===== src/rtl/lsu_pkg.sv =====
// Shared types and funct3 decode for the RV32 load/store controller.
// Consumed by load_store_controller and lsu_load_align.
package lsu_pkg;

    localparam logic [2:0] FUNCT3_LB  = 3'b000;
    localparam logic [2:0] FUNCT3_LH  = 3'b001;
    localparam logic [2:0] FUNCT3_LW  = 3'b010;
    localparam logic [2:0] FUNCT3_LBU = 3'b100;
    localparam logic [2:0] FUNCT3_LHU = 3'b101;
    localparam logic [2:0] FUNCT3_SB  = 3'b000;
    localparam logic [2:0] FUNCT3_SH  = 3'b001;
    localparam logic [2:0] FUNCT3_SW  = 3'b010;

    typedef enum logic [1:0] {IDLE, BUS, BUS2, RESP} lsu_state_t;

    // Access size in bytes; 0 marks an encoding with no defined size.
    function automatic logic [2:0] size_bytes(input logic [2:0] funct3);
        case (funct3[1:0])
            2'b00:   size_bytes = 3'd1;
            2'b01:   size_bytes = 3'd2;
            2'b10:   size_bytes = 3'd4;
            default: size_bytes = 3'd0;
        endcase
    endfunction

    function automatic logic funct3_legal(input logic is_store, input logic [2:0] funct3);
        if (is_store) begin
            funct3_legal = (funct3 == FUNCT3_SB) || (funct3 == FUNCT3_SH) || (funct3 == FUNCT3_SW);
        end else begin
            funct3_legal = (funct3 == FUNCT3_LB) || (funct3 == FUNCT3_LH) || (funct3 == FUNCT3_LW) ||
                           (funct3 == FUNCT3_LBU) || (funct3 == FUNCT3_LHU);
        end
    endfunction

endpackage


===== src/rtl/lsu_load_align.sv =====
// Selects the addressed byte/half/word from one or two read words and extends it.
// word_hi carries the low three bytes of the following word for boundary-crossing loads.
module lsu_load_align
    import lsu_pkg::*;
(
    input  logic [31:0] word_lo,
    input  logic [23:0] word_hi,
    input  logic [1:0]  offset,
    input  logic [2:0]  funct3,
    output logic [31:0] result
);

    logic [31:0] merged_s;

    // Little-endian byte merge starting at the access offset, then extension.
    always_comb begin
        merged_s = word_lo;
        result   = 32'h0000_0000;
        case (offset)
            2'b00:   merged_s = word_lo;
            2'b01:   merged_s = {word_hi[7:0],  word_lo[31:8]};
            2'b10:   merged_s = {word_hi[15:0], word_lo[31:16]};
            2'b11:   merged_s = {word_hi[23:0], word_lo[31:24]};
            default: merged_s = word_lo;
        endcase
        case (funct3)
            FUNCT3_LB:  result = {{24{merged_s[7]}}, merged_s[7:0]};
            FUNCT3_LH:  result = {{16{merged_s[15]}}, merged_s[15:0]};
            FUNCT3_LW:  result = merged_s;
            FUNCT3_LBU: result = {24'h00_0000, merged_s[7:0]};
            FUNCT3_LHU: result = {16'h0000, merged_s[15:0]};
            default:    result = 32'h0000_0000;
        endcase
    end

endmodule


===== src/rtl/load_store_controller.sv =====
// Single-outstanding RV32 load/store sequencer between the MEM stage and a word-wide memory port.
// Define MISALIGNED_SPLIT_EN to run word-crossing halfword/word accesses as two bus beats.
module load_store_controller
    import lsu_pkg::*;
#(
    parameter int ADDR_WIDTH = 32,
    parameter int XLEN       = 32
) (
    input  logic                  clk,
    input  logic                  rst,
    input  logic                  req_valid,
    output logic                  req_ready,
    input  logic                  req_is_store,
    input  logic [2:0]            req_funct3,
    input  logic [ADDR_WIDTH-1:0] req_addr,
    input  logic [XLEN-1:0]       req_wdata,
    output logic                  resp_valid,
    output logic [XLEN-1:0]       resp_rdata,
    output logic                  resp_fault,
    output logic                  mem_req,
    output logic                  mem_we,
    output logic [ADDR_WIDTH-1:0] mem_addr,
    output logic [XLEN-1:0]       mem_wdata,
    output logic [3:0]            mem_wstrb,
    input  logic                  mem_ack,
    input  logic [XLEN-1:0]       mem_rdata
);

    lsu_state_t      state_r;
    logic            is_store_r;
    logic [2:0]      funct3_r;
    logic [1:0]      offset_r;
    logic [2:0]      size_s;
    logic [3:0]      mask_s;
    logic [3:0]      strb_s;
    logic [XLEN-1:0] repl_s;
    logic [XLEN-1:0] wdata_s;
    logic            legal_s;
    logic            misaligned_s;
    logic            fault_s;
    logic [31:0]     align_lo_s;
    logic [23:0]     align_hi_s;
    logic [31:0]     load_result_s;
`ifdef MISALIGNED_SPLIT_EN
    logic              split_r;
    logic [XLEN-1:0]   wdata_hi_r;
    logic [3:0]        wstrb_hi_r;
    logic [XLEN-1:0]   rdata_lo_r;
    logic              crosses_s;
    logic [7:0]        strb_wide_s;
    logic [2*XLEN-1:0] data_wide_s;
`endif

    // Decode the incoming request: legality, alignment, strobes and lane data.
    always_comb begin
        size_s       = size_bytes(req_funct3);
        legal_s      = funct3_legal(req_is_store, req_funct3);
        misaligned_s = ((size_s == 3'd2) && req_addr[0]) ||
                       ((size_s == 3'd4) && (req_addr[1:0] != 2'b00));
        case (size_s)
            3'd1:    mask_s = 4'b0001;
            3'd2:    mask_s = 4'b0011;
            3'd4:    mask_s = 4'b1111;
            default: mask_s = 4'b0000;
        endcase
        case (req_funct3[1:0])
            2'b00:   repl_s = {4{req_wdata[7:0]}};
            2'b01:   repl_s = {2{req_wdata[15:0]}};
            default: repl_s = req_wdata;
        endcase
`ifdef MISALIGNED_SPLIT_EN
        strb_wide_s = {4'b0000, mask_s} << req_addr[1:0];
        data_wide_s = {{XLEN{1'b0}}, req_wdata} << {req_addr[1:0], 3'b000};
        crosses_s   = ({1'b0, req_addr[1:0]} + size_s) > 3'd4;
        strb_s      = strb_wide_s[3:0];
        // Replication only lines up for naturally aligned data; otherwise shift into lanes.
        wdata_s     = misaligned_s ? data_wide_s[XLEN-1:0] : repl_s;
        fault_s     = !legal_s;
`else
        strb_s      = mask_s << req_addr[1:0];
        wdata_s     = repl_s;
        fault_s     = !legal_s || misaligned_s;
`endif
    end

    // Align source: the first word is held across a split, the last word is taken live on ack.
    always_comb begin
`ifdef MISALIGNED_SPLIT_EN
        align_lo_s = (state_r == BUS2) ? rdata_lo_r : mem_rdata;
        align_hi_s = mem_rdata[23:0];
`else
        align_lo_s = mem_rdata;
        align_hi_s = 24'h00_0000;
`endif
    end

    lsu_load_align u_align (
        .word_lo (align_lo_s),
        .word_hi (align_hi_s),
        .offset  (offset_r),
        .funct3  (funct3_r),
        .result  (load_result_s)
    );

    // Controller FSM with registered request latch, bus outputs and response.
    always_ff @(posedge clk or posedge rst) begin
        if (rst) begin
            state_r    <= IDLE;
            is_store_r <= 1'b0;
            funct3_r   <= 3'b000;
            offset_r   <= 2'b00;
            req_ready  <= 1'b1;
            resp_valid <= 1'b0;
            resp_fault <= 1'b0;
            resp_rdata <= {XLEN{1'b0}};
            mem_req    <= 1'b0;
            mem_we     <= 1'b0;
            mem_addr   <= {ADDR_WIDTH{1'b0}};
            mem_wdata  <= {XLEN{1'b0}};
            mem_wstrb  <= 4'b0000;
`ifdef MISALIGNED_SPLIT_EN
            split_r    <= 1'b0;
            wdata_hi_r <= {XLEN{1'b0}};
            wstrb_hi_r <= 4'b0000;
            rdata_lo_r <= {XLEN{1'b0}};
`endif
        end else begin
            case (state_r)
                IDLE: begin
                    if (req_valid) begin
                        is_store_r <= req_is_store;
                        funct3_r   <= req_funct3;
                        offset_r   <= req_addr[1:0];
                        req_ready  <= 1'b0;
                        if (fault_s) begin
                            state_r    <= RESP;
                            resp_valid <= 1'b1;
                            resp_fault <= 1'b1;
                            resp_rdata <= {XLEN{1'b0}};
                        end else begin
                            state_r   <= BUS;
                            mem_req   <= 1'b1;
                            mem_we    <= req_is_store;
                            mem_addr  <= {req_addr[ADDR_WIDTH-1:2], 2'b00};
                            mem_wdata <= req_is_store ? wdata_s : {XLEN{1'b0}};
                            mem_wstrb <= req_is_store ? strb_s : 4'b0000;
`ifdef MISALIGNED_SPLIT_EN
                            split_r    <= crosses_s;
                            wdata_hi_r <= data_wide_s[2*XLEN-1:XLEN];
                            wstrb_hi_r <= req_is_store ? strb_wide_s[7:4] : 4'b0000;
`endif
                        end
                    end
                end
                BUS, BUS2: begin
                    if (mem_ack) begin
`ifdef MISALIGNED_SPLIT_EN
                        if ((state_r == BUS) && split_r) begin
                            state_r    <= BUS2;
                            mem_addr   <= mem_addr + {{(ADDR_WIDTH-3){1'b0}}, 3'b100};
                            mem_wdata  <= wdata_hi_r;
                            mem_wstrb  <= wstrb_hi_r;
                            rdata_lo_r <= mem_rdata;
                        end else
`endif
                        begin
                            state_r    <= RESP;
                            mem_req    <= 1'b0;
                            mem_we     <= 1'b0;
                            mem_addr   <= {ADDR_WIDTH{1'b0}};
                            mem_wdata  <= {XLEN{1'b0}};
                            mem_wstrb  <= 4'b0000;
                            resp_valid <= 1'b1;
                            resp_fault <= 1'b0;
                            resp_rdata <= is_store_r ? {XLEN{1'b0}} : load_result_s;
                        end
                    end
                end
                RESP: begin
                    state_r    <= IDLE;
                    req_ready  <= 1'b1;
                    resp_valid <= 1'b0;
                    resp_fault <= 1'b0;
                    resp_rdata <= {XLEN{1'b0}};
                end
                default: begin
                    state_r    <= IDLE;
                    req_ready  <= 1'b1;
                    resp_valid <= 1'b0;
                    resp_fault <= 1'b0;
                    mem_req    <= 1'b0;
                end
            endcase
        end
    end

endmodule

===== config.mk =====
export PLATFORM = sky130hd
export DESIGN_NAME = load_store_controller
export DESIGN_NICKNAME = d
export VERILOG_FILES = /design/src/rtl/lsu_pkg.sv /design/src/rtl/lsu_load_align.sv /design/src/rtl/load_store_controller.sv
export SDC_FILE = /design/constraint.sdc
export NUM_CORES = 1
export LEC_CHECK = 0
export CAP_MARGIN = 25
export CORE_UTILIZATION = 63
export CTS_CLUSTER_DIAMETER = 60
export DETAILED_ROUTE_END_ITERATION = 16
export DONT_BUFFER_PORTS = 1
export PLACE_DENSITY = 0.91
export SYNTH_ARGS = -nofsm -noshare
export SYNTH_HDL_FRONTEND = slang
export SYNTH_SLANG_ARGS = --single-unit

===== constraint.sdc =====
create_clock -name clk -period 3.74 [get_ports clk]
set_input_delay 0.561 -clock clk [delete_from_list [all_inputs] [get_ports clk]]
set_output_delay 0.561 -clock clk [all_outputs]
set_load 0.02 [all_outputs]

==> impl_results.md, run 1 <==
- Power Density: 762.2 nW/um^2
- Setup bufs post-CTS: 0
- Peak supply drop: 0.4255 mV
- Mapped Area: 5215 um^2
- Dpl cell area: 5224 um^2
- Largest net degree at the start of global routing: 90
- Final hold viol count: 0
- Main synth FF type: dfrtp_1
- Final setup violation count: 0
- Largest area contributor in the netlist: dfrtp_1
- Post-synth top cells: 110 x dfrtp_1, 56 x a22o_1, 37 x nand2_1, 30 x o21ai_0
- Hold Crit Class: primary input to flop
- GR Util met3: 9.756%
- Setup ws final: 1.225 ns
- Initial antenna violation count: 0
- Synth Warn #: 0
- Ys async rst share: 100.0%
- WS Path Type: flop to flop
- Outcome: completed
- Register area share after synthesis: 53.29%
- N_diodes: 0
- Cts hold-fix bufs: 0
- DRC viols: 0
- P&R area growth vs syn: 4.774%
- H-tree depth: 3
- CTS Buffer Depth: 2
- CP Launch Type: flop
- Crit end category: flop
- Worst setup path start: state_r[0]$_DFFE_PP0P_
- Area of the die: 8645 um^2
- Relative slew slack: 50.23%
- Setup TNS: 0 ns
- Reg-to-reg startpoint: state_r[0]$_DFFE_PP0P_
- GRT busiest layer: met2
- Avg WL per Cell: 23.84 um
- Slew @ Worst Pin: 0.7465 ns
- # resized after CTS: 0
- Clk Latency, worst-skew pair: 0.37 ns
- Die height: 92.98 um
- CTS tree: yes
- # IOs: 209
- Count of cell types in the netlist: 49
- Drt total wl: 12590 um
- Clock slew at reported path FFs: 0.11 ns
- First-pass GRT wire length: 19490 um
- Unrepaired setup endpoints after global routing: false
- Final nets: 533
- Critical path arrival: 2.81 ns
- Fin. max-slew vios: 0
- Grt total ovfl: 0
- Overall Global Routing Usage: 29.25%
- Iter 0 DRT Violations: 190
- Vias: 3747
- Via density per instance: 7.097
- Input/output buffers: 0
- Starting Density: 66.45%
- TritonRoute pass-1 iters: 5
- Final GP Congestion: 0.8526
- CTS Buf Count: 9
- CP required: 4.04 ns
- Top-area cell type share of the netlist area: 52.78%
- Fmax achieved: 0.3976 GHz
- DIE WIDTH: 92.98 um
- Layout Skew: 0.01319 ns
- Row count: 32
- Post-DP HPWL: 9045 um
- Worst Hold Launch: req_addr[11]
- Root Buffer: clkbuf_8
- Vias in the first global route: 3835
- Core area: 7848 um^2
- Antenna Violating Nets Remaining: 0
- Crit path max fanout: 17
- Tcrit/Tclk final: 67.25%
- Place WS: 0.9345 ns
- Final worst path period need: 2.515 ns
- GRT met1 Usage: 35.12%
- CTS sink cnt: 111
- Grt met2 use: 48.35%
- Most frequent cell after synthesis: dfrtp_1
- Post-route cell area: 5464 um^2
- Max-Cap Viols: 0
- EDFF count, synth: 0
- P_leak: 2.504 nW
- Gate count after technology mapping: 433
- Mapped Avg Cell Area: 12.04 um^2
- Synth top area cells: dfrtp_1 53%, a22o_1 9.4%, mux2i_1 4.8%
- Layout cells sized above 1: 10.80%
- Register bit total from synthesis: 111
-- metrics by stage --
stage | total power [mW] | cells | util, % | hold slack (ns)
4_1_cts | 4.156 | 526 | 69.15 | 0.3057
6_report | 4.164 | 528 | 69.63 | 0.3175
5_1_grt | 4.387 | 528 | 69.63 | 0.3011
3_5_place_dp | 3.428 | 510 | 66.57 | 0.4728
2_1_floorplan | 3.159 | 434 | - | 0.4381
3_3_place_gp | 3.336 | 510 | 66.57 | 0.4511
-- cell usage in the layout (no fill, tap or decap), drive strengths merged, types with 3 or more instances in the layout --
cell type	Yosys	final
a21oi	21	21
a221o	8	8
a221oi	8	8
a22o	56	56
a22oi	8	8
buf	24	8
clkbuf	9	10
dfrtp	110	110
ha	8	8
inv	8	11
mux2	4	4
mux2i	25	25
mux4	7	7
nand2	37	37
nand3	3	3
nor2	9	9
nor2b	3	3
nor3	4	4
o21ai	35	35
o2bb2ai	25	25
-- cells by family (layout without fill, tap and decap cells) --
family | count (synthesis) | after routing | synth area share, %
buffers and inverters | 41 | 33 | 4.246
flip-flops | 111 | 111 | 53.29
adder cells (fa/ha/maj) | 8 | 8 | 1.919
other | 1 | 2 | 0.07191
AO/OA/AOI/OAI | 172 | 172 | 25.19
AND/OR/NAND/NOR | 64 | 64 | 6.310
multiplexers | 36 | 36 | 8.973
-- registers in the layout, indices dropped and copies added (netlist names) --
name        cells
mem_req         1
state_r         2
funct3_r        3
resp_fault      1
resp_rdata     32
mem_we          1
mem_wdata      32
req_ready       1
mem_addr       30
mem_wstrb       4
offset_r        2
is_store_r      1
resp_valid      1
-- path summary, 6_finish.rpt --
| path | to | slack, ns | cells after the start |
|---|---|---|---|
| hold reg to reg | is_store_r$_DFFE_PP0P_ | 0.49 | 2 |
| hold / removal | mem_addr[11]$_DFFE_PP0P_ | 0.32 | 1 |
| setup reg to reg | resp_rdata[27]$_DFFE_PP0P_ | 1.22 | 6 |
| min in group asynchronous | mem_addr[28]$_DFFE_PP0P_ | 0.61 | 2 |
| setup / recovery | resp_rdata[27]$_DFFE_PP0P_ | 1.22 | 6 |
| max in group asynchronous | mem_wdata[30]$_DFFE_PP0P_ | 2.15 | 4 |
-- report_power, final --
| group | switching (mW) | total (mW) | internal, mW |
|---|---|---|---|
| sequential | 0.502 | 1.96 | 1.45 |
| combinational | 0.904 | 1.47 | 0.565 |
| clock | 0.419 | 0.740 | 0.321 |
| total | 1.82 | 4.16 | 2.34 |
-- critical path, stage by stage, from the launching register on --
cell and delay [ns]:
dfrtp_1 0.42, inv_1 0.06, ha_1 0.45, nand3b_1 0.25
a311o_2 0.56, nor2b_1 0.47, a221o_1 0.25
-- routing by layer --
metal	share of wire, %	up-vias
li1	-	1625
met1	36	1851
met2	50	243
met3	12	28
met4	2.8	0
met5	0	-
-- cell type report --
type	instances	area, um^2
flip-flops and latches	111	2779
fillers	549	2384
multi-input cells	282	2232
clock buffers	10	127.6
well taps	102	127.6
repair buffers	9	90.09
clock inverters	6	75.07
inverters	8	32.53
(Power assumes the default switching activity.)
==> run 2, diff against run 1 <==
clock period = 2.5 ns   (was 3.74 ns; I/O delays follow)
==> run 2 against run 1 <==
Net effect: final cell count up 0.76%; global-route usage about the same; die area unchanged; sequential share of layout area down 0.52 points; non-clock buffer count up 4; sequential power up 48%; combinational power up 59%; sequential cell count unchanged; clock power up 49%; first-iteration DRC count up 14%; worst hold slack worse by 0.18 ns; critical path depth unchanged; critical path type unchanged; highest routed layer unchanged.
==> impl_results.md, run 2 (synthesis gave the netlist of run 1 again) <==
- Worst R2R Setup Slack: 0.18 ns (was 1.22 ns)
- Crit path max fanout: 8 (was 17)
- Max stage delay on crit path: 0.47 ns (was 0.56 ns)
- Final hold viol count: 0 (unchanged)
- Layout cells sized above 1: 11.86% (was 10.80%)
- Antenna Violating Nets Remaining: 0 (unchanged)
- Row count: 32 (unchanged)
- Clk Latency, worst-skew pair: 0.36 ns (was 0.37 ns)
- Vias: 3719 (was 3747)
- Dpl cell area: 5300 um^2 (was 5224 um^2)
- WS Path Type: flop to flop (unchanged)
- Multi-input logic area: 2235 um^2 (was 2232 um^2)
- Iter 0 DRT Violations: 216 (was 190)
- Max-Cap Viols: 0 (unchanged)
- Slew @ Worst Pin: 0.6045 ns (was 0.7465 ns)
- Final setup violation count: 0 (unchanged)
- Die height: 92.98 um (unchanged)
- Area of the die: 8645 um^2 (unchanged)
- Largest regs: mem_wdata: 32 flops, resp_rdata: 32 flops, mem_addr: 30 flops (unchanged)
- Vias in the first global route: 3768 (was 3835)
- Initial antenna violation count: 0 (unchanged)
- H-tree depth: 3 (unchanged)
- CTS Buffer Depth: 2 (unchanged)
- Starting Density: 66.45% (unchanged)
- Largest delay share family, worst path: simple AND/OR/NAND/NOR gates (was compound AO/OA/AOI/OAI gates)
- Post-DP HPWL: 9006 um (was 9045 um)
- Fin. max-slew vios: 0 (unchanged)
- DIE WIDTH: 92.98 um (unchanged)
- CP Launch Type: flop (unchanged)
- Peak supply drop: 0.6898 mV (was 0.4255 mV)
- CTS sink cnt: 111 (unchanged)
- Largest net degree at the start of global routing: 89 (was 90)
- Root Buffer: clkbuf_8 (unchanged)
- Setup TNS: 0 ns (unchanged)
- Highest routed layer: met4 (unchanged)
- Worst setup path start: state_r[1]$_DFFE_PP0P_ (was state_r[0]$_DFFE_PP0P_)
- Clock slew at reported path FFs: 0.12 ns (was 0.11 ns)
- # fillers: 547 (was 549)
- Slowest CP cell: ha_1 (was a311o_2)
- Core area: 7848 um^2 (unchanged)
- # IOs: 209 (unchanged)
- Avg WL per Cell: 23.52 um (was 23.84 um)
- Highest-count cells in the layout ignoring fill and taps: 110 x dfrtp_1, 56 x a22o_1, 37 x nand2_1, 30 x o21ai_0 (unchanged)
- First-pass GRT wire length: 19450 um (was 19490 um)
- Post-route cell area: 5520 um^2 (was 5464 um^2)
- Crit end category: flop (unchanged)
- Input/output buffers: 0 (unchanged)
- Place WS: 0.1931 ns (was 0.9345 ns)
- Worst r2r dst: resp_rdata[28]$_DFFE_PP0P_ (was resp_rdata[27]$_DFFE_PP0P_)
- CTS Buf Count: 9 (unchanged)
- WP depth: 6 (unchanged)
- Relative slew slack: 59.55% (was 50.23%)
- Setup bufs post-CTS: 0 (unchanged)
- Commonest non-fill, non-tap cell in the layout: dfrtp_1 (unchanged)
- Overall Global Routing Usage: 29.26% (was 29.25%)
- Grt total ovfl: 0 (unchanged)
- Core Util, Final: 70.34% (was 69.63%)
- Critical path arrival: 2.61 ns (was 2.81 ns)
- CP required: 2.79 ns (was 4.04 ns)
- P&R area growth vs syn: 5.854% (was 4.774%)
- Drt total wl: 12510 um (was 12590 um)
- Final GP Congestion: 0.8672 (was 0.8526)
- Final nets: 537 (was 533)
- Via density per instance: 6.991 (was 7.097)
- Metal2 WL: 6420 um (was 6274 um)
- Layout Skew: 0.01925 ns (was 0.01319 ns)
- DRT met1 WL: 4725 um (was 4492 um)
- Reg area: 2779 um^2 (unchanged)
- Power Density: 1148 nW/um^2 (was 762.2 nW/um^2)
- Reg-to-reg startpoint: state_r[1]$_DFFE_PP0P_ (was state_r[0]$_DFFE_PP0P_)
- N_diodes: 0 (unchanged)
- TritonRoute pass-1 iters: 5 (unchanged)
- CP endpoint: resp_rdata[28]$_DFFE_PP0P_ (was resp_rdata[27]$_DFFE_PP0P_)
- Fmax achieved: 0.4308 GHz (was 0.3976 GHz)
- CP bufs+invs: 1 (unchanged)
- Setup ws final: 0.1787 ns (was 1.225 ns)
- Tcrit/Tclk final: 92.85% (was 67.25%)
- Worst R2R Path Depth: 6 (unchanged)
- Hold Crit Class: primary input to flop (unchanged)
- CTS tree: yes (unchanged)
- P_leak: 2.527 nW (was 2.504 nW)
- Unrepaired setup endpoints after global routing: false (unchanged)
- DR WL met3: 1247 um (was 1466 um)
- Crit path cell chain: inv_1 -> ha_1 -> nand3b_1 -> a311o_2 -> nor2b_1 -> a221o_1 (unchanged)
- Outcome: completed (unchanged)
- Final worst path period need: 2.321 ns (was 2.515 ns)
- DRC viols: 0 (unchanged)
==> run 2: per-layer routing <==
layer | vias to the layer above | GRT usage [%]
met2 | 226 | 49.14
li1 | 1638 | -
met3 | 14 | 8.293
met1 | 1841 | 36.76
met4 | 0 | 9.231
met5 | - | 0
==> run 2: through the flow <==
stage | instances | hold slack (ns) | power (mW)
2_1_floorplan | 434 | 0.4381 | 4.727
3_3_place_gp | 515 | 0.3048 | 5.133
3_5_place_dp | 515 | 0.3156 | 5.248
4_1_cts | 532 | 0.1222 | 6.344
5_1_grt | 532 | 0.1213 | 6.683
6_report | 532 | 0.1337 | 6.339
==> run 2: power by group <==
| part | internal [mW] | switching, mW | total (mW) |
|---|---|---|---|
| registers | 2.18 | 0.730 | 2.91 |
| logic | 0.936 | 1.40 | 2.34 |
| clock network | 0.480 | 0.615 | 1.10 |
| total | 3.59 | 2.75 | 6.34 |
==> run 2: layout make-up <==
cell class                 count  share of cell area [%]
multi-input combinational    282                   40.48
sequential                   111                   50.34
clock inverter                 6                   1.451
tap                          102                   2.312
clock buffer                  10                   2.312
timing repair buffer          13                   2.493
inverter                       8                  0.6120
==> run 2: worst min-delay path by stage <==
stage,endpoint,startpoint,depth (start not counted),slack [ns]
2_1_floorplan,is_store_r$_DFFE_PP0P_,is_store_r$_DFFE_PP0P_,2,0.44
3_3_place_gp,mem_wdata[23]$_DFFE_PP0P_,rst,1,0.30
3_5_place_dp,mem_wdata[23]$_DFFE_PP0P_,rst,1,0.32
4_1_cts,mem_addr[16]$_DFFE_PP0P_,req_addr[16],1,0.12
5_1_grt,mem_addr[16]$_DFFE_PP0P_,req_addr[16],1,0.12
6_report,mem_addr[16]$_DFFE_PP0P_,req_addr[16],1,0.13
==> run 2: timing repair <==
item / 4_1_cts / 5_1_grt
gates resized for setup: 0 / 1
hold buffers: 1 / 0
endpoints found under the hold margin: 23 / 0
endpoints found under the setup margin: 0 / 8
==> run 3, diff against run 2 <==
ABC_AREA = 0   (was default)
==> results of run 3 <==
Same layout as run 2: the final DEF is identical, and so are final timing and power.
